### src/rtl/calc_pkg.sv
// Shared constants and state encoding for the calculator's ASCII operand path.
package calc_pkg;

  localparam logic [7:0] ASC_BS  = 8'h08;
  localparam logic [7:0] ASC_CR  = 8'h0D;
  localparam logic [7:0] ASC_ESC = 8'h1B;
  localparam logic [7:0] ASC_0   = 8'h30;
  localparam logic [7:0] ASC_9   = 8'h39;

  typedef enum logic [1:0] {
    ST_IDLE = 2'd0,
    ST_CONV = 2'd1,
    ST_FIN  = 2'd2
  } state_t;

  function automatic logic is_digit(input logic [7:0] c);
    return (c >= ASC_0) && (c <= ASC_9);
  endfunction

endpackage

### src/rtl/mul10_add.sv
// Combinational acc*10 + digit using shift-add, no multiplier.
module mul10_add #(
  parameter int W = 20
) (
  input  logic [W-1:0] acc,
  input  logic [3:0]   digit,
  output logic [W-1:0] result
);

  assign result = (acc << 3) + (acc << 1) + {{(W-4){1'b0}}, digit};

endmodule

### src/rtl/ascii_to_bin.sv
// Buffers typed decimal ASCII digits as BCD and converts them MSB-first into
// an unsigned WIDTH-bit operand when Enter is received.
module ascii_to_bin
  import calc_pkg::*;
#(
  parameter int WIDTH      = 16,
  parameter int MAX_DIGITS = 5
) (
  input  logic             clk_50m,
  input  logic             rst_n,
  input  logic             dataReady,
  input  logic [7:0]       asciiIn,
  output logic             busy,
  output logic [2:0]       digitCount,
  output logic [WIDTH-1:0] valueOut,
  output logic             valueValid,
  output logic             overflow
);

  localparam int         ACC_W   = WIDTH + 4;
  localparam logic [2:0] MAX_CNT = 3'(MAX_DIGITS);

  state_t             state_r;
  logic [3:0]         buf_r [MAX_DIGITS];
  logic [2:0]         digit_count_r;
  logic [2:0]         conv_idx_r;
  logic               drop_r;
  logic               busy_r;
  logic [ACC_W-1:0]   acc_r;
  logic [ACC_W-1:0]   acc_next_s;
  logic [3:0]         digit_s;
  logic [WIDTH-1:0]   value_r;
  logic               valid_r;
  logic               overflow_r;
  logic               overflow_s;

  // Select the digit being folded in; the index runs one past the last digit once conversion ends.
  always_comb begin
    digit_s = 4'd0;
    if (conv_idx_r < MAX_CNT) begin
      digit_s = buf_r[conv_idx_r];
    end else begin
      digit_s = 4'd0;
    end
  end

  mul10_add #(.W(ACC_W)) u_mul10_add (
    .acc    (acc_r),
    .digit  (digit_s),
    .result (acc_next_s)
  );

  assign overflow_s = drop_r || (acc_r[ACC_W-1:WIDTH] != 4'd0);

  // Editing, conversion sequencing and result registration.
  always_ff @(posedge clk_50m or negedge rst_n) begin
    if (!rst_n) begin
      state_r       <= ST_IDLE;
      for (int i = 0; i < MAX_DIGITS; i++) buf_r[i] <= 4'd0;
      digit_count_r <= 3'd0;
      conv_idx_r    <= 3'd0;
      drop_r        <= 1'b0;
      busy_r        <= 1'b0;
      acc_r         <= '0;
      value_r       <= '0;
      valid_r       <= 1'b0;
      overflow_r    <= 1'b0;
    end else begin
      valid_r <= 1'b0;
      case (state_r)
        ST_IDLE: begin
          if (dataReady) begin
            if (is_digit(asciiIn)) begin
              if (digit_count_r < MAX_CNT) begin
                buf_r[digit_count_r] <= asciiIn[3:0];
                digit_count_r        <= digit_count_r + 3'd1;
              end else begin
                drop_r <= 1'b1;
              end
            end else if (asciiIn == ASC_BS) begin
              if (digit_count_r != 3'd0) digit_count_r <= digit_count_r - 3'd1;
            end else if (asciiIn == ASC_ESC) begin
              digit_count_r <= 3'd0;
              drop_r        <= 1'b0;
            end else if (asciiIn == ASC_CR) begin
              acc_r      <= '0;
              conv_idx_r <= 3'd0;
              busy_r     <= 1'b1;
              state_r    <= (digit_count_r != 3'd0) ? ST_CONV : ST_FIN;
            end
          end
        end
        ST_CONV: begin
          acc_r      <= acc_next_s;
          conv_idx_r <= conv_idx_r + 3'd1;
          if (conv_idx_r == digit_count_r - 3'd1) state_r <= ST_FIN;
        end
        ST_FIN: begin
          value_r       <= overflow_s ? {WIDTH{1'b1}} : acc_r[WIDTH-1:0];
          overflow_r    <= overflow_s;
          valid_r       <= 1'b1;
          for (int i = 0; i < MAX_DIGITS; i++) buf_r[i] <= 4'd0;
          digit_count_r <= 3'd0;
          drop_r        <= 1'b0;
          busy_r        <= 1'b0;
          state_r       <= ST_IDLE;
        end
        default: begin
          busy_r  <= 1'b0;
          state_r <= ST_IDLE;
        end
      endcase
    end
  end

  assign busy       = busy_r;
  assign digitCount = digit_count_r;
  assign valueOut   = value_r;
  assign valueValid = valid_r;
  assign overflow   = overflow_r;

endmodule
### config.mk
export PLATFORM = sky130hd
export DESIGN_NAME = ascii_to_bin
export DESIGN_NICKNAME = d
export VERILOG_FILES = /design/src/rtl/calc_pkg.sv /design/src/rtl/mul10_add.sv /design/src/rtl/ascii_to_bin.sv
export SDC_FILE = /design/constraint.sdc
export NUM_CORES = 1
export LEC_CHECK = 0
export ABC_AREA = 0
export BUFFER_PORTS_ARGS = -buffer_cell sky130_fd_sc_hd__buf_2
export CORE_UTILIZATION = 50
export CTS_CLUSTER_SIZE = 10
export DETAILED_ROUTE_END_ITERATION = 16
export PLACE_DENSITY = 0.71
export SYNTH_ARGS = -nofsm -noshare
export SYNTH_HDL_FRONTEND = slang
export SYNTH_SLANG_ARGS = --single-unit
export TNS_END_PERCENT = 10
### constraint.sdc
create_clock -name clk_50m -period 3.58 [get_ports clk_50m]
set_input_delay 0.358 -clock clk_50m [delete_from_list [all_inputs] [get_ports clk_50m]]
set_output_delay 0.358 -clock clk_50m [all_outputs]
set_load 0.01 [all_outputs]
# ---- After elaboration in Yosys (flattened, before gate mapping)
# Cells that the tools add are included.
dict set report classes {
  add_sub_neg 5
  mul 0
  div 0
  n_lt_le_gt_ge 7
  eq_ne 20
  n_shift 0
  mux 52
  n_bitwise 3
  reduce_logical 14
}
# operator n
set op_table {}
lappend op_table {{$mux W20} 8}
lappend op_table {{$pmux W20 S2} 2}
lappend op_table {{$mux W3} 11}
lappend op_table {{$add A20 B20 Y20} 1}
lappend op_table {{$add A20 B4 Y20} 1}
lappend op_table {{$bwmux W20} 1}
lappend op_table {{$reduce_and A6 Y1} 3}
lappend op_table {{$eq A8 B4 Y1 const B} 2}
lappend op_table {{$mux W16} 1}
lappend op_table {{$mux W4} 4}
lappend op_table {{$ne A2 B2 Y1 const B} 8}
lappend op_table {{$mux W2} 7}
lappend op_table {{$bmux W4 S3} 1}
lappend op_table {{$demux W4 S3} 1}
lappend op_table {{$ne A3 B3 Y1 const B} 4}
lappend op_table {{$pmux W3 S2} 2}
lappend op_table {{$mux W1} 11}
lappend op_table {{$reduce_and A5 Y1} 2}
lappend op_table {{$eq A8 B5 Y1 const B} 1}
lappend op_table {{$ge A4 B4 Y1 const B} 2}
lappend op_table {{$ge A8 B6 Y1 const B} 1}
lappend op_table {{$le A8 B6 Y1 const B} 1}
lappend op_table {{$ne A4 B4 Y1 const B} 2}
lappend op_table {{$not A3 Y4} 2}
lappend op_table {{17 further kinds} 22}
dict set report totals {
  ff_bits 68
  latchBits 0
  ram_bits 0
  rom_bits 0
  in_bits 11
  out_inout_bits 22
  word_cells 115
  n_memories 0
}

# ---- Logic depth before layout (Yosys ltp)
# Gate-level depths: netlist (run 1).
dict set report depth {
  word_depth 10
  depth_mapped 14
  depth_no_buf 13
}

# ---- By module
# From an unflattened synthesis (run 1), not the netlist that was laid out.
dict set report hier_totals {
  hier_cells 436
  area_unflattened_um2 4292.9
}
# module n_inst cells_per_inst area_each_um2
set modules_own_cells {}
lappend modules_own_cells {ascii_to_bin 1 292 3153.0}
lappend modules_own_cells {mul10_add 1 144 1139.8}

# ---- Worst setup path before layout (run 1)
# OpenSTA, ideal clock, no wires.
dict set report synth_path {
  path_kind {reg-to-reg}
  startpoint {reg conv_idx_r[0]}
  endpoint {reg acc_r[11]}
  arrival_time_ps 3511
  required_ps 3458
  path_slack_ps -52
  stages_incl_launch_ff 14
  path_buffers 1
  cell_sequence {dfrtp_1 > clkbuf_1 > mux4_2 > nor2b_1 > a31oi_1 > fa_1 > inv_1 > ha_1 > a21o_1 > and3_2 > o211ai_2 > a21oi_2 > or4_1 > a32o_1}
}
dict set report synth_via {
  elab_chain_cells 7
  word_cells_on_any_way 8
  classes_between {add/sub: 1; order compare: 1; mux: 5; bitwise: 1}
}
# element line
set synth_rtl {}
lappend synth_rtl {{start, declared} ascii_to_bin.sv:26} ;# logic [2:0] conv_idx_r;
lappend synth_rtl {{start signal, assigned} ascii_to_bin.sv:95} ;# conv_idx_r <= conv_idx_r + 3'd1;
lappend synth_rtl {{$not A3 Y4 (not written as such)} ascii_to_bin.sv:41} ;# digit_s = buf_r[conv_idx_r];
lappend synth_rtl {{$bmux W4 S3} ascii_to_bin.sv:41}
lappend synth_rtl {{$mux W4 (not written as such) (2 in series)} ascii_to_bin.sv:41}
lappend synth_rtl {{$mux W4 *} ascii_to_bin.sv:40} ;# if (conv_idx_r < MAX_CNT) begin
lappend synth_rtl {{$add A20 B4 Y20 *} mul10_add.sv:10} ;# assign result = (acc << 3) + (acc << 1) + {{(W-4){1'b0}}, digit};
lappend synth_rtl {{$pmux W20 S2 *} ascii_to_bin.sv:70} ;# case (state_r)
lappend synth_rtl {{end signal, assigned} ascii_to_bin.sv:94} ;# acc_r <= acc_next_s;
lappend synth_rtl {{end, declared} ascii_to_bin.sv:29} ;# logic [ACC_W-1:0] acc_r;
# Mark *: on every way between the ends. The rest lies on a longest branch, timed or not. The select of a mux whose other input is x is not followed.
# A chain may end at the register's enable or synchronous reset.

# ---- Worst setup path in the final report (run 1)
# Same ends and word-level chain as after synthesis.

==> results by group, run 1 <==
Setup path
  – CP Data Arrival Time: 3.70 ns
  – Crit path largest cell delay: 0.50 ns
  – Highest-delay cell along the critical path: mux4_2
  – Capturing element type of the critical path: flip-flop
  – Required time at the worst-slack endpoint: 3.83 ns
  – List of cells traversed by the critical path: mux4_2 > nor2b_1 > a31oi_1 > fa_1 > inv_1 > ha_1 > a21o_1 > and3_4 > o211ai_2 > a21oi_2 > or4_1 > a32o_1
  – Critical Setup Path Class: reg2reg
  – Max Fanout on Critical Path: 4
  – Worst setup SP type: flip-flop

Synth
  – Count leader, synth: dfrtp_1
  – Sequential element share of the synthesized area: 0.413
  – FFs w/ async S/R, synth: 1.00
  – Most area-hungry cell type in the Yosys netlist: dfrtp_1
  – Post-synthesis cell count: 402
  – Flops & latches, synth: 68
  – Total nets after synthesis: 453
  – Synthesis Warnings: 0
  – Main area contributors after synthesis: dfrtp_1 (41%), ha_1 (12%), o21ai_0 (3.4%)
  – Commonest cells in the synthesized netlist: dfrtp_1 (68), ha_1 (38), nand2_1 (36)
  – Average size of a mapped cell: 10.2 µm²
  – Distinct cells, synth: 58
  – Area fraction of the dominant cell type after synthesis: 0.413
  – Number of enable flip-flop cells after synthesis: 0
  – Top_reg_cell synth: dfrtp_1
  – Cell area after synthesis: 4120 µm²

Clock tree
  – Worst-Skew Late Latency: 0.35 ns
  – Clock-pin slew on the worst setup and hold paths: 0.08 ns
  – CTS tree: yes
  – H-tree lvl count: 3
  – Hold buffers post-CTS: 0
  – Clock Path Buffers: 2
  – Clk root buf: clkbuf_8
  – Number of clock sinks: 68
  – Number of buffers created by CTS: 9

Routing
  – Via density: 6.06
  – Top sig layer: met4
  – Average wire length per cell after detail routing: 17.6 µm
  – Wire length on met2: 4410 µm
  – ANT nets after route: 0
  – Via count: 3286
  – Violation count after the first detailed-route iteration: 151
  – First-pass DRT Iterations: 5
  – Wl on met1: 4570 µm
  – Number of remaining DRC errors: 0
  – Post-Route WL: 9520 µm
  – Detail Route met3 WL: 424 µm

Place
  – Post-detail-place hpwl: 6720 µm
  – Port-buffer cells: 32
  – Weighted congestion at the end of routability-driven global placement: 0.880
  – Placed cells: 524

Cells and area
  – Total inserted antenna cells: 0
  – Share of cells above drive strength 1: 0.175
  – Post-Route Utilization: 0.596
  – Layout overhead on the synthesized area: 13.5%
  – Filler Cells Inserted: 696
  – Multi-input logic area: 2310 µm²
  – Register area: 1700 µm²
  – Nets: 486
  – Finished Layout Cells: 542

Timing
  – Smallest hold slack: 0.119 ns
  – Final setup violation count: 0
  – Final-report max-slew violation count: 0
  – Final Critical Period: 3.46 ns
  – Final period util: 0.965
  – Maximum operating frequency: 0.289 GHz
  – Setup total negative slack: 0 ns
  – Maximum clock skew at final layout: 0.0164 ns
  – Headroom to the max-slew limit: 0.413
  – Setup repair after global routing missed its margin: true
  – Count of endpoints failing hold in the final timing report: 0
  – Slew @ Worst Pin: 0.880 ns

Job
  – Max-Cap Viols: 0

Floorplanning
  – Die extent in x: 92.8 µm
  – Total core area: 7850 µm²
  – Area enclosed by the die boundary: 8600 µm²
  – Die Ht: 92.8 µm
  – # IOs: 33
  – Count of standard-cell rows: 32
  – Initial core utilization: 0.525

Power
  – Reported leakage power: 2.19 nW
  – Pwr/cell area: 519 nW/µm²
  – VDD IR-drop max: 0.247 mV

Global routing
  – Final global-route overflow total: 0
  – Wire length of the first global-routing pass: 15900 µm
  – Number of antenna violations at the first check in global routing: 0
  – Via count of the first global-routing pass: 3236
  – GRT Overall Usage: 0.237
  – Pin count of the biggest net entering global routing: 42

Status
  – Outcome: finished clean

Hold path
  – Path type of the worst min-delay path: in2async
-- flip-flops by register name (all words and copies together) (netlist names) --
name / count
conv_idx_r: 3
valueOut: 16
valueValid: 1
overflow: 1
state_r: 2
busy: 1
drop_r: 1
digitCount: 3
acc_r: 20
buf_r: 20
-- report_power, final --
part	switching (mW)	leakage, nW	internal, mW	total, mW
clock	0.305	0.122	0.482	0.787
combinational	0.404	1.21	0.326	0.730
sequential	0.0682	0.864	0.841	0.909
-- routing by layer --
metal / vias to the layer above / global-route usage
met1: 1593 / 0.334
met5: - / 0
met4: 0 / 0.0885
met3: 11 / 0.0394
met2: 86 / 0.366
li1: 1596 / -
-- worst max-delay path: cells and delay by family, from the launching register on --
family,cells,cell delay [ns]
and+or+nand+nor,3,0.73
adders and majority gates,2,0.72
AOI/OAI and AO/OA,5,0.91
muxes,1,0.50
DFF,1,0.41
buffers and inverters,1,0.08
-- path summary, 6_finish.rpt --
check / start / end / slack (ns) / cells past startpoint
worst max-delay path: conv_idx_r[0] / acc_r[11] / 0.12 / 12
worst min-delay path: rst_n / overflow / 0.12 / 1
worst max register to register: conv_idx_r[0] / acc_r[11] / 0.12 / 12
worst min register to register: buf_r[7] / buf_r[7] / 0.49 / 2
max in group asynchronous: rst_n / conv_idx_r[0] / 2.50 / 2
min in group clk_50m: asciiIn[3] / buf_r[7] / 0.27 / 3
-- through the flow --
| step | power (mW) | cell area [µm²] | setup slack [ns] |
|---|---|---|---|
| floorplan | 1.42 | 4120 | 0.104 |
| global placement | 1.60 | 4390 | 0.159 |
| detailed placement | 1.62 | 4390 | 0.0452 |
| CTS | 2.41 | 4630 | 0.0180 |
| global route | 2.57 | 4670 | -0.0242 |
| finish | 2.43 | 4670 | 0.125 |
-- final cells by class --
cell class,count,share of cell area
clock inverters,6,0.0238
clock buffers,10,0.0294
flip-flops and latches,68,0.364
well taps,102,0.0273
repair buffers,41,0.0487
multi-input cells,300,0.494
inverters,15,0.0120
-- cell families (layout without fill, tap and decap cells) --
group           count (synthesis)  after routing  synth area share
compound gates                130            130             0.235
simple gates                  112            112             0.143
flops                          68             68             0.413
fa+ha+maj                      40             40             0.125
buf+inv                        34             72            0.0316
xor+xnor                       12             12            0.0255
mux                             6              6            0.0270
-- what timing repair did --
item	CTS	global route
endpoints found under the setup margin	0	7
buffers inserted	0	2
gates resized for setup	0	7
endpoints found under the hold margin	0	0
-- cell usage in the layout (no fill, tap or decap), types with 5 or more instances in the layout --
| cell | count |
|---|---|
| a21o_1 | 6 |
| a21oi_1 | 12 |
| a22o_1 | 15 |
| a32o_1 | 7 |
| and3_1 | 8 |
| buf_2 | 32 |
| buf_4 | 9 |
| clkbuf_8 | 10 |
| dfrtp_1 | 67 |
| ha_1 | 38 |
| inv_1 | 14 |
| nand2_1 | 36 |
| nand2b_1 | 5 |
| nand3_1 | 9 |
| nor2_1 | 15 |
| nor2b_1 | 5 |
| nor3_1 | 8 |
| o211ai_1 | 6 |
| o21ai_0 | 28 |
| o22a_1 | 16 |
| or3_1 | 5 |
| xor2_1 | 8 |
(Power assumes the default switching activity.)
==> run 2, diff against run 1 <==
--- a/config.mk
+++ b/config.mk
@@ -11,6 +11,7 @@
 export CTS_CLUSTER_SIZE = 10
 export DETAILED_ROUTE_END_ITERATION = 16
 export PLACE_DENSITY = 0.71
+export SETUP_SLACK_MARGIN = 0.2
 export SYNTH_ARGS = -nofsm -noshare
 export SYNTH_HDL_FRONTEND = slang
 export SYNTH_SLANG_ARGS = --single-unit
==> results by group, run 2 (same netlist as run 1, synthesis figures left out) <==
Floorplanning
  – Die Ht: 92.8 µm
  – Initial core utilization: 0.525
  – # IOs: 33
  – Die extent in x: 92.8 µm
  – Count of standard-cell rows: 32
  – Area enclosed by the die boundary: 8600 µm²
  – Total core area: 7850 µm²

Cells and area
  – Nets: 485
  – Share of cells above drive strength 1: 0.169
  – Most frequent cells in the layout: dfrtp_1 (68), ha_1 (38), nand2_1 (36), buf_2 (32), o21ai_0 (28)
  – Post-Route Utilization: 0.588
  – Layout overhead on the synthesized area: 11.9%
  – Most common cell after layout, fill and taps aside: dfrtp_1
  – Finished Layout Cells: 541
  – Filler Cells Inserted: 698
  – Total inserted antenna cells: 0

Power
  – Reported leakage power: 2.17 nW
  – Proportion of power drawn by the clock network: 0.286
  – Internal Pwr Total: 1.50 mW
  – Pwr/cell area: 491 nW/µm²
  – VDD IR-drop max: 0.234 mV
  – Seq pwr share: 0.400
  – Switch Pwr: 0.766 mW
  – Gate power share: 0.314
  – Sw Share: 0.338

Routing
  – Post-Route WL: 9080 µm
  – Average wire length per cell after detail routing: 16.8 µm
  – Via density: 6.15
  – Number of remaining DRC errors: 0
  – Via count: 3327
  – ANT nets after route: 0
  – Violation count after the first detailed-route iteration: 139
  – First-pass DRT Iterations: 5

Status
  – Outcome: finished clean

Clock tree
  – Clk root buf: clkbuf_8
  – CTS tree: yes
  – Number of clock sinks: 68
  – Worst-Skew Late Latency: 0.36 ns
  – Number of buffers created by CTS: 9
  – H-tree lvl count: 3
  – Clock-pin slew on the worst setup and hold paths: 0.08 ns
  – Clock Path Buffers: 2
  – Hold buffers post-CTS: 0

Hold path
  – Path type of the worst min-delay path: in2async

Global routing
  – Met3 Track Usage GR: 0.0320
  – Wire length of the first global-routing pass: 15200 µm
  – Pin count of the biggest net entering global routing: 48
  – Global routing usage on met1: 0.327
  – Met2 usage in global routing: 0.341
  – Final global-route overflow total: 0
  – Via count of the first global-routing pass: 3117
  – Number of antenna violations at the first check in global routing: 0
  – GRT Overall Usage: 0.226
  – Busiest metal layer after global routing: met2

Timing
  – Setup repair after global routing missed its margin: true
  – Count of endpoints failing hold in the final timing report: 0
  – Final period util: 0.969
  – Final setup violation count: 0
  – Final-report max-slew violation count: 0
  – Maximum clock skew at final layout: 0.0177 ns
  – Final Critical Period: 3.47 ns
  – Headroom to the max-slew limit: 0.301
  – Maximum operating frequency: 0.288 GHz
  – Slew @ Worst Pin: 1.05 ns

Place
  – Placed cells: 524
  – Weighted congestion at the end of routability-driven global placement: 0.870
  – Port-buffer cells: 32
  – Post-detail-place hpwl: 6510 µm

Setup path
  – CP Data Arrival Time: 3.71 ns
  – CP Launch Point: conv_idx_r[0]
  – Critical Setup Path Class: reg2reg
  – Worst setup SP type: flip-flop
  – Capturing element type of the critical path: flip-flop
  – Max Fanout on Critical Path: 4
  – Required time at the worst-slack endpoint: 3.81 ns
  – Worst flop-to-flop path startpoint: conv_idx_r[0]

Job
  – Max-Cap Viols: 0
==> run 2: final timing paths <==
path / cells past startpoint / to / slack (ns)
worst min register to register: 2 / buf_r[9] / 0.48
worst max-delay path: 12 / acc_r[11] / 0.11
worst min-delay path: 1 / overflow / 0.18
max in group asynchronous: 2 / buf_r[14] / 2.50
min in group clk_50m: 3 / buf_r[7] / 0.28
worst max register to register: 12 / acc_r[11] / 0.11
==> run 2: routing by layer <==
layer	vias to the layer above	wire length, µm
met3	18	341
met4	0	183
met2	90	4130
met1	1636	4430
li1	1583	-
met5	-	0
==> run 2: layout make-up <==
class                      instances  area, µm²  share of cell area
multi-input combinational        300       2300               0.500
clock inverter                     6       63.8              0.0138
clock buffer                      10        138              0.0299
sequential                        68       1700               0.369
timing repair buffer              40        220              0.0478
tap                              102        128              0.0277
inverter                          15       56.3              0.0122
==> run 2: power by group through the flow <==
stage | clock (mW) | sequential, mW | combinational, mW
after floorplan | 0 | 0.915 | 0.514
after global placement | 0 | 0.919 | 0.683
after detailed placement | 0 | 0.921 | 0.696
after CTS | 0.653 | 0.907 | 0.705
after global routing | 0.689 | 0.918 | 0.793
final | 0.647 | 0.907 | 0.711
==> run 2: what timing repair did <==
item,CTS,global route
setup buffers,0,1
endpoints found under the setup margin,7,9
resized for setup,1,2
pin swaps,2,6
==> run 2: worst max-delay path: stages, from the launching register on <==
cell and delay (ns):
dfrtp_1 0.42, mux4_2 0.51, nor2b_1 0.14, a31oi_1 0.21, fa_1 0.49, inv_1 0.08
ha_1 0.22, a21o_1 0.17, and3_4 0.19, o211ai_2 0.16, a21oi_2 0.08, or4_1 0.41
a32o_2 0.28
==> run 2: stage by stage <==
| step | setup TNS, ns | worst slack (ns) | cell area (µm²) | hold WS, ns | power [mW] |
|---|---|---|---|---|---|
| after floorplan | 0 | 0.169 | 4140 | 0.0624 | 1.43 |
| after detailed placement | 0 | 0.0861 | 4390 | 0.463 | 1.62 |
| after global routing | -0.224 | -0.0575 | 4610 | 0.292 | 2.40 |
| after CTS | 0 | 0.120 | 4590 | 0.227 | 2.27 |
| after global placement | 0 | 0.171 | 4390 | 0.468 | 1.60 |
| final | 0 | 0.110 | 4610 | 0.183 | 2.26 |
